==> src/rtl/muli_elastic.sv <==
// Purpose : elastic two-operand multiplier that returns (lhs*rhs) mod 2^DATA_TYPE.
// Latency : LATENCY cycles from the operand handshake to the earliest result_valid.
// Backpr. : a credit counter admits operands only while the output FIFO has room, so the pipeline never stalls.
//
// Ports:
//   clk, rst                    clock and synchronous active-high reset
//   lhs/lhs_valid/lhs_ready     left operand channel
//   rhs/rhs_valid/rhs_ready     right operand channel
//   result/result_valid/result_ready  product channel, driven from the FIFO head
module muli_elastic #(
  parameter int DATA_TYPE  = 32,
  parameter int LATENCY    = 4,
  parameter int FIFO_DEPTH = 5
) (
  input  logic                 clk,
  input  logic                 rst,
  input  logic [DATA_TYPE-1:0] lhs,
  input  logic                 lhs_valid,
  input  logic [DATA_TYPE-1:0] rhs,
  input  logic                 rhs_valid,
  input  logic                 result_ready,
  output logic [DATA_TYPE-1:0] result,
  output logic                 result_valid,
  output logic                 lhs_ready,
  output logic                 rhs_ready
);

  // cnt spans 0..FIFO_DEPTH inclusive; the pointers span 0..FIFO_DEPTH-1.
  localparam int CW = $clog2(FIFO_DEPTH + 1);
  localparam int PW = (FIFO_DEPTH > 1) ? $clog2(FIFO_DEPTH) : 1;
  localparam logic [CW-1:0] CNT_MAX  = CW'(FIFO_DEPTH);
  localparam logic [PW-1:0] PTR_LAST = PW'(FIFO_DEPTH - 1);

  typedef struct packed {
    logic                 vld;
    logic [DATA_TYPE-1:0] dat;
  } stage_t;

  logic [CW-1:0]        cnt;
  logic                 credit_ok;
  logic                 fire;
  logic                 pop;
  logic [DATA_TYPE-1:0] prod;
  stage_t               wr;

  // ---------------------------------------------------------------------------
  // Join and credit. Only the registered cnt is used, which keeps result_ready
  // out of the combinational path to the operand ready signals.
  // ---------------------------------------------------------------------------
  assign credit_ok = (cnt < CNT_MAX);
  assign lhs_ready = rhs_valid & credit_ok;
  assign rhs_ready = lhs_valid & credit_ok;
  assign fire      = lhs_valid & rhs_valid & credit_ok;

  // Counts items in the pipeline plus items held in the FIFO.
  always_ff @(posedge clk) begin
    if (rst) begin
      cnt <= '0;
    end else begin
      case ({fire, pop})
        2'b10:   cnt <= cnt + 1'b1;
        2'b01:   cnt <= cnt - 1'b1;
        default: cnt <= cnt;
      endcase
    end
  end

  // ---------------------------------------------------------------------------
  // Datapath. The low DATA_TYPE bits of the product are the same for signed
  // and unsigned operands, so a single unsigned multiply serves both.
  // ---------------------------------------------------------------------------
  assign prod = lhs * rhs;

  generate
    if (LATENCY == 1) begin : g_lat1
      // The product goes straight into the FIFO on the fire edge.
      assign wr = {fire, prod};
    end else begin : g_pipe
      // Free-running shift register. Bubbles travel through it as vld=0.
      stage_t pipe [LATENCY-1];

      always_ff @(posedge clk) begin
        if (rst) begin
          for (int i = 0; i < LATENCY - 1; i++) begin
            pipe[i].vld <= 1'b0;
          end
        end else begin
          pipe[0] <= {fire, prod};
          for (int i = 1; i < LATENCY - 1; i++) begin
            pipe[i] <= pipe[i-1];
          end
        end
      end

      assign wr = pipe[LATENCY-2];
    end
  endgenerate

  // ---------------------------------------------------------------------------
  // Output FIFO: first-word-fall-through circular buffer of any depth. Credit
  // admission guarantees that a write never finds the buffer full.
  // ---------------------------------------------------------------------------
  logic [DATA_TYPE-1:0] mem [FIFO_DEPTH];
  logic [PW-1:0]        wr_ptr;
  logic [PW-1:0]        rd_ptr;
  logic [CW-1:0]        occ;

  function automatic logic [PW-1:0] ptr_inc(input logic [PW-1:0] p);
    return (p == PTR_LAST) ? '0 : p + 1'b1;
  endfunction

  assign result_valid = (occ != '0);
  assign result       = mem[rd_ptr];
  assign pop          = result_valid & result_ready;

  always_ff @(posedge clk) begin
    if (rst) begin
      wr_ptr <= '0;
      rd_ptr <= '0;
      occ    <= '0;
    end else begin
      if (wr.vld) begin
        wr_ptr <= ptr_inc(wr_ptr);
      end
      if (pop) begin
        rd_ptr <= ptr_inc(rd_ptr);
      end
      case ({wr.vld, pop})
        2'b10:   occ <= occ + 1'b1;
        2'b01:   occ <= occ - 1'b1;
        default: occ <= occ;
      endcase
    end
  end

  // Storage needs no reset: occ gates every read.
  always_ff @(posedge clk) begin
    if (wr.vld) begin
      mem[wr_ptr] <= wr.dat;
    end
  end

endmodule

==> config.mk <==
export PLATFORM = sky130hd
export DESIGN_NAME = muli_elastic
export DESIGN_NICKNAME = d
export VERILOG_FILES = /design/src/rtl/muli_elastic.sv
export SDC_FILE = /design/constraint.sdc
export NUM_CORES = 1
export LEC_CHECK = 0
export ABC_AREA = 1
export BUFFER_PORTS_ARGS = -buffer_cell sky130_fd_sc_hd__buf_2
export CAP_MARGIN = 20
export CORE_ASPECT_RATIO = 2
export CORE_MARGIN = 3
export CORE_UTILIZATION = 33
export DETAILED_ROUTE_END_ITERATION = 8
export PLACE_DENSITY = 0.47
export SLEW_MARGIN = 25
export SYNTH_ARGS = -nofsm -noshare
export SYNTH_HDL_FRONTEND = slang
export SYNTH_SLANG_ARGS = --single-unit
==> constraint.sdc <==
create_clock -name clk -period 7.5 [get_ports clk]
set_input_delay 0.75 -clock clk [delete_from_list [all_inputs] [get_ports clk]]
set_output_delay 0.75 -clock clk [all_outputs]
set_load 0.02 [all_outputs]
==> results of run 1 <==
registers in the layout, indices dropped and copies added (netlist names), named ones only:
name         flops
mem            160
wr_ptr           3
rd_ptr           3
occ              3
cnt              3
g_pipe.pipe     99
worst max-delay path, cell delays in order:
cell     delay (ns)
buf_2          0.36
buf_4          0.20
nand2_1        0.07
fa_1           0.39
inv_1          0.11
fa_1           0.46
fa_1           0.51
inv_1          0.05
fa_1           0.48
inv_1          0.05
fa_1           0.47
fa_1           0.57
fa_1           0.43
fa_1           0.45
ha_1           0.50
nand2_1        0.16
nor2_1         0.15
nor2b_2        0.23
nand4_1        0.13
nand3_1        0.15
buf_4          0.12
o21ai_0        0.06
a21oi_1        0.36
buf_4          0.18
layer usage:
layer	global-route usage [%]	up-vias	wire [µm]
li1	-	9232	-
met1	17.5	9602	25800
met2	39.2	390	46700
met3	0.753	159	1590
met4	10.8	0	5670
met5	0	-	0
layout make-up:
| cell class | count | area [µm²] |
|---|---|---|
| clock buffer | 27 | 591 |
| clock inverter | 11 | 57.6 |
| fill | 8445 | 51500 |
| inverter | 831 | 3120 |
| multi-input combinational | 1837 | 15500 |
| sequential | 274 | 8050 |
| tap | 1050 | 1310 |
| timing repair buffer | 206 | 1360 |
through the flow:
| stage | cell area [µm²] | setup TNS, ns | hold slack [ns] | utilization, % |
|---|---|---|---|---|
| floorplan | 27200 | 0 | 0.388 | - |
| global placement | 29300 | -0.00159 | 0.409 | 36.0 |
| detailed placement | 29300 | -0.0481 | 0.397 | 36.0 |
| CTS | 30000 | 0 | 0.404 | 36.8 |
| global route | 30000 | 0 | 0.417 | 36.8 |
| finish | 30000 | 0 | 0.404 | 36.8 |
how the worst min path moves through the flow:
stage,slack (ns),cells past startpoint,startpoint,endpoint
2_1_floorplan,0.39,2,g_pipe.pipe[0][32],g_pipe.pipe[0][65]
3_3_place_gp,0.41,2,g_pipe.pipe[0][32],g_pipe.pipe[0][65]
3_5_place_dp,0.40,2,g_pipe.pipe[0][32],g_pipe.pipe[0][65]
4_1_cts,0.40,2,g_pipe.pipe[0][32],g_pipe.pipe[0][65]
5_1_grt,0.42,2,g_pipe.pipe[0][32],g_pipe.pipe[0][65]
6_report,0.40,2,g_pipe.pipe[0][32],g_pipe.pipe[0][65]
synthesized netlist by cell type, types with 2 or more instances:
library cell	n
xor2_1	14
nor2_1	271
o21ai_1	6
buf_4	15
buf_2	7
or2_2	3
ha_1	129
inv_1	825
inv_2	5
o31ai_1	2
edfxtp_1	256
nand2_2	13
dfxtp_1	18
fa_1	410
nor3_1	4
nor4_1	2
buf_6	3
nand3b_1	8
nand4_1	7
clkbuf_1	105
a31oi_1	34
o21ai_0	101
xnor2_1	8
nor2b_2	2
nand2_1	687
o21bai_1	5
a31o_2	2
buf_1	10
nand3_2	4
a21oi_1	64
a21o_1	4
nand3_1	45
logic make-up (layout without fill, tap and decap cells):
group / count (synthesis) / in the layout / synth area share (%)
flops: 274 / 274 / 29.6
compound gates: 226 / 226 / 4.56
simple gates: 1049 / 1049 / 15.2
buf+inv: 972 / 1075 / 13.7
fa+ha+maj: 539 / 539 / 36.1
xor+xnor: 23 / 23 / 0.768
==> results.sh, run 1 <==
export IMPL_hold_viol_final=0
export IMPL_wl_per_cell_um=18.8
export IMPL_layout_commonest_cell="inv_1"
export IMPL_cp_required_ns=7.88
export IMPL_numPortBuffers=103
export IMPL_ctsResizeCount=0
export IMPL_synth_seq_cells=274
export IMPL_drive_above_1_share_pct=8.73
export IMPL_final_instance_count_excl_fill=4236
export IMPL_routabilityCongestion=0.867
export IMPL_dp_hpwl_um=64900
export IMPL_synth_edf_count=256
export IMPL_grt_pass1_vias=20900
export IMPL_cp_end_kind="flop"
export IMPL_postCtsSetupBuffers=0
export IMPL_worstSetupStartpoint="lhs[9]"
export IMPL_place_ws_ns=-0.0481
export IMPL_clk_pin_slew_worst_paths_ns=0.07
export IMPL_die_y_um=412
export IMPL_setup_viol=0
export IMPL_clock_latency_ns=0.51
export IMPL_skew_ns=0.0109
export IMPL_status="completed"
export IMPL_drc_errors=0
export IMPL_coreArea_mm2=0.0815
export IMPL_r2r_end="cnt[2]"
export IMPL_synth_distinct_cells=46
export IMPL_synth_top_area_cell="fa_1"
export IMPL_antenna_cells=0
export IMPL_cts_buffers=22
export IMPL_drt_iter0_drc=837
export IMPL_yosysSeqAreaShare_pct=29.6
export IMPL_endpoint="g_pipe.pipe[0][21]"
export IMPL_timing_rr_start="cnt[0]"
export IMPL_start_kind="input port"
export IMPL_netlist_area_mm2=0.0272
export IMPL_drv_slew=0
export IMPL_period_needed_ns=7.03
export IMPL_layout_nets=3780
export IMPL_cts_tree="built"
export IMPL_cts_sinks=274
export IMPL_crit_arrival_ns=7.41
export IMPL_dr_pass1_iters=5
export IMPL_async_flop_share_pct=0
export IMPL_worst_pin_slew_ns=0.920
export IMPL_grt_use_total_pct=18.7
export IMPL_die_area_mm2=0.0861
export IMPL_maxCapViolCount=0
export IMPL_min_path_type="flop to flop"
export IMPL_synth_nets=3691
export IMPL_critPathMaxFanout=11
export IMPL_synthCells=3083
export IMPL_relSlewSlack_pct=38.7
export IMPL_rsz0062_at_grt="no"
export IMPL_r2r_cells=11
export IMPL_synthFlopType="edfxtp_1"
export IMPL_grt_max_degree=74
export IMPL_htree_levels=1
export IMPL_row_count=148
export IMPL_syn_avg_cell_area_um2=8.82
export IMPL_critPathKind="input port to flop"
export IMPL_floorplan_initialDensity_pct=33.4
export IMPL_clockBufferDepth=3
export IMPL_cts_hold_buf=0
export IMPL_grt_pass1_wl_um=122000
export IMPL_yosysWarnings=0
export IMPL_cts_root_buf="clkbuf_16"
export IMPL_fp_dieW_um=209
export IMPL_finalCritPeriodShare_pct=93.7
export IMPL_final_cell_mix="inv_1, nand2_1, fa_1"
export IMPL_overflow=0
export IMPL_vias_per_cell=4.58
export IMPL_reg2reg_slack_ns=5.49
export IMPL_fin_ws_ns=0.469
export IMPL_antenna_found_initial=2
export IMPL_postRouteAntennaNets=0
export IMPL_vias=19400
export IMPL_clock_fmax_ghz=0.142
export IMPL_wirelength_um=79700
export IMPL_synth_area_leaders="fa_1, edfxtp_1, inv_1, nand2_1, ha_1"
export IMPL_syn2layout_area_growth_pct=10.1
export IMPL_ios=104
export IMPL_yosysTopAreaCellShare_pct=30.2
export IMPL_dp_cells=4198
Power of run 1 is left out: the tool's default activity adds up to more than one toggle a clock period on the data nets, which glitch-free logic cannot reach.
==> inputs of run 2 (changes only) <==
Settings changed: PLACE_DENSITY 0.47 to 0.45.
Clock period 7.5 ns to 6.5 ns, I/O delays scaled along.
==> run 2 against run 1 <==
  * Cell count rose by 4.2%
  * Cell area rose by 7.9%
  * Wire length rose by 2.7%
  * Worst hold slack improved by 0.0046 ns
  * Register-to-register slack got worse by 1.0 ns
  * Flip-flop and latch count did not move
  * First-iteration DRC count fell by 6.0%
  * Setup slack got worse by 0.40 ns
  * Die area did not move
  * Via count rose by 4.4%
  * Sequential share of layout area fell by 2.0 points
  * Critical path depth fell by 1
  * Critical path type unchanged
  * Highest routed layer unchanged
==> results.sh, run 2 (synthesized netlist as in run 1, its figures left out) <==
export IMPL_drc_errors=0
export IMPL_start_kind="input port"
export IMPL_regMostFlops="mem"
export IMPL_crit_arrival_ns=6.71
export IMPL_place_ws_ns=-0.870
export IMPL_worst_pin_slew_ns=0.933
export IMPL_holdPathEnd="g_pipe.pipe[0][98]"
export IMPL_floorplan_initialDensity_pct=33.4
export IMPL_dp_cells=4359
export IMPL_cp_cell_sequence="buf_4 > buf_4 > nand2_1 > fa_1 > inv_1 > fa_1 > inv_1 > fa_2 > fa_1 > inv_1 > fa_1 > fa_1 > fa_1 > fa_1 > ha_4 > nand2_4 > nor3_4 > nand4_1 > o221a_2 > o31ai_4 > nand3_2 > nand2_1 > nor2_1"
export IMPL_crit_slowest_cell="fa_2"
export IMPL_cp_end_kind="flop"
export IMPL_die_area_mm2=0.0861
export IMPL_drt_iter0_drc=787
export IMPL_clock_latency_ns=0.50
export IMPL_timing_rr_start="cnt[0]"
export IMPL_final_cell_mix="inv_1, nand2_1, fa_1"
export IMPL_cts_sinks=274
export IMPL_slowest_delay_ns=0.63
export IMPL_clock_fmax_ghz=0.155
export IMPL_numPortBuffers=103
export IMPL_cts_buffers=22
export IMPL_cts_tree="built"
export IMPL_cp_required_ns=6.77
export IMPL_maxCapViolCount=0
export IMPL_worstSetupStartpoint="rhs[2]"
export IMPL_nFillCells=8262
export IMPL_seqCellArea_mm2=0.00805
export IMPL_setup_viol=0
export IMPL_overflow=0
export IMPL_cp_num_buf_inv=5
export IMPL_row_count=148
export IMPL_wl_per_cell_um=18.5
export IMPL_cts_hold_buf=0
export IMPL_relSlewSlack_pct=37.4
export IMPL_syn2layout_area_growth_pct=18.7
export IMPL_grt_pass1_wl_um=124000
export IMPL_min_delay_start="g_pipe.pipe[0][65]"
export IMPL_multiInputGateArea_mm2=0.0159
export IMPL_final_instance_count_excl_fill=4413
export IMPL_dp_hpwl_um=66500
export IMPL_worstHoldPathCells=2
export IMPL_grt_max_degree=70
export IMPL_largest_reg_flops=160
export IMPL_finalCritPeriodShare_pct=98.9
export IMPL_largest_registers="mem x160, g_pipe.pipe x99"
export IMPL_layout_commonest_cell="inv_1"
export IMPL_vias=20200
export IMPL_reg2reg_slack_ns=4.46
export IMPL_r2r_cells=11
export IMPL_coreArea_mm2=0.0815
export IMPL_dr_pass1_iters=5
export IMPL_hold_ws_ns=0.409
export IMPL_drv_slew=0
export IMPL_min_path_type="flop to flop"
export IMPL_hold_viol_final=0
export IMPL_cts_root_buf="clkbuf_16"
export IMPL_critPathMaxFanout=6
export IMPL_wirelength_um=81800
export IMPL_r2r_end="cnt[2]"
export IMPL_antenna_cells=0
export IMPL_grt_use_total_pct=18.8
export IMPL_postRouteAntennaNets=0
export IMPL_routabilityCongestion=0.904
export IMPL_die_y_um=412
export IMPL_rsz0062_at_grt="yes"
export IMPL_vias_per_cell=4.58
export IMPL_path_common_cell="fa_1"
export IMPL_status="completed"
export IMPL_antenna_found_initial=0
export IMPL_cp_top_family="adder cells"
export IMPL_fin_ws_ns=0.0686
export IMPL_grt_pass1_vias=22200
export IMPL_drive_above_1_share_pct=16.3
export IMPL_clk_pin_slew_worst_paths_ns=0.08
export IMPL_clockBufferDepth=3
export IMPL_htree_levels=1
export IMPL_period_needed_ns=6.43
export IMPL_critPathKind="input port to flop"
export IMPL_ios=104
export IMPL_layout_nets=3957
export IMPL_skew_ns=0.0127
export IMPL_fp_dieW_um=209
run 2: cell types whose count changed in the layout (fill, tap and decap cells not counted), sizes merged:
cell,before,now
bufinv,0,1
buf,206,373
inv,830,831
clkinvlp,2,3
clkinv,10,9
clkbuf,27,35
run 2: final cells by class:
class,instances,share of cell area (%)
Clock buffer,25,1.80
Clock inverter,13,0.337
Inverter,831,9.66
Multi-Input combinational cell,1837,49.3
Sequential cell,274,24.9
Tap cell,1050,4.07
Timing Repair Buffer,383,9.91
run 2: through the flow:
stage / util, % / TNS, ns / cell area [µm²]
finish: 39.6 / 0 / 32300
floorplan: - / -0.0693 / 27400
detailed placement: 37.8 / -10.16 / 30800
CTS: 38.8 / 0 / 31600
global placement: 37.8 / -9.65 / 30800
global route: 39.6 / -0.191 / 32300
run 2: how the worst max path moves through the flow:
| stage | end | slack (ns) | cells after the start |
|---|---|---|---|
| final | g_pipe.pipe[0][31] | 0.07 | 23 |
| after global routing | g_pipe.pipe[0][27] | -0.07 | 28 |
| after CTS | g_pipe.pipe[0][22] | 0.001 | 22 |
| after detailed placement | g_pipe.pipe[0][26] | -0.87 | 25 |
| after global placement | g_pipe.pipe[0][26] | -0.83 | 23 |
| after floorplan | g_pipe.pipe[0][31] | -0.07 | 25 |
run 2: what timing repair did:
action                                  in CTS  in global routing
cloned                                       0                  4
setup buffers                                2                 10
gates resized for setup                     20                157
pin swaps                                    1                 54
endpoints found under the setup margin       9                 14
run 2: routing by layer:
metal / track usage, % / vias up / wire, µm
met5: 0 / - / 0
met4: 9.74 / 0 / 5820
met3: 0.845 / 157 / 1740
met2: 40.3 / 378 / 48900
met1: 17.1 / 10100 / 25400
li1: - / 9599 / -
run 2: tightest hold or removal path: cells and delay by family, from the launching register on:
family | cells | cell delay (ns)
and+or+nand+nor | 1 | 0.03
DFF | 1 | 0.30
buffers and inverters | 1 | 0.04
Power of run 2 is left out for the same reason.
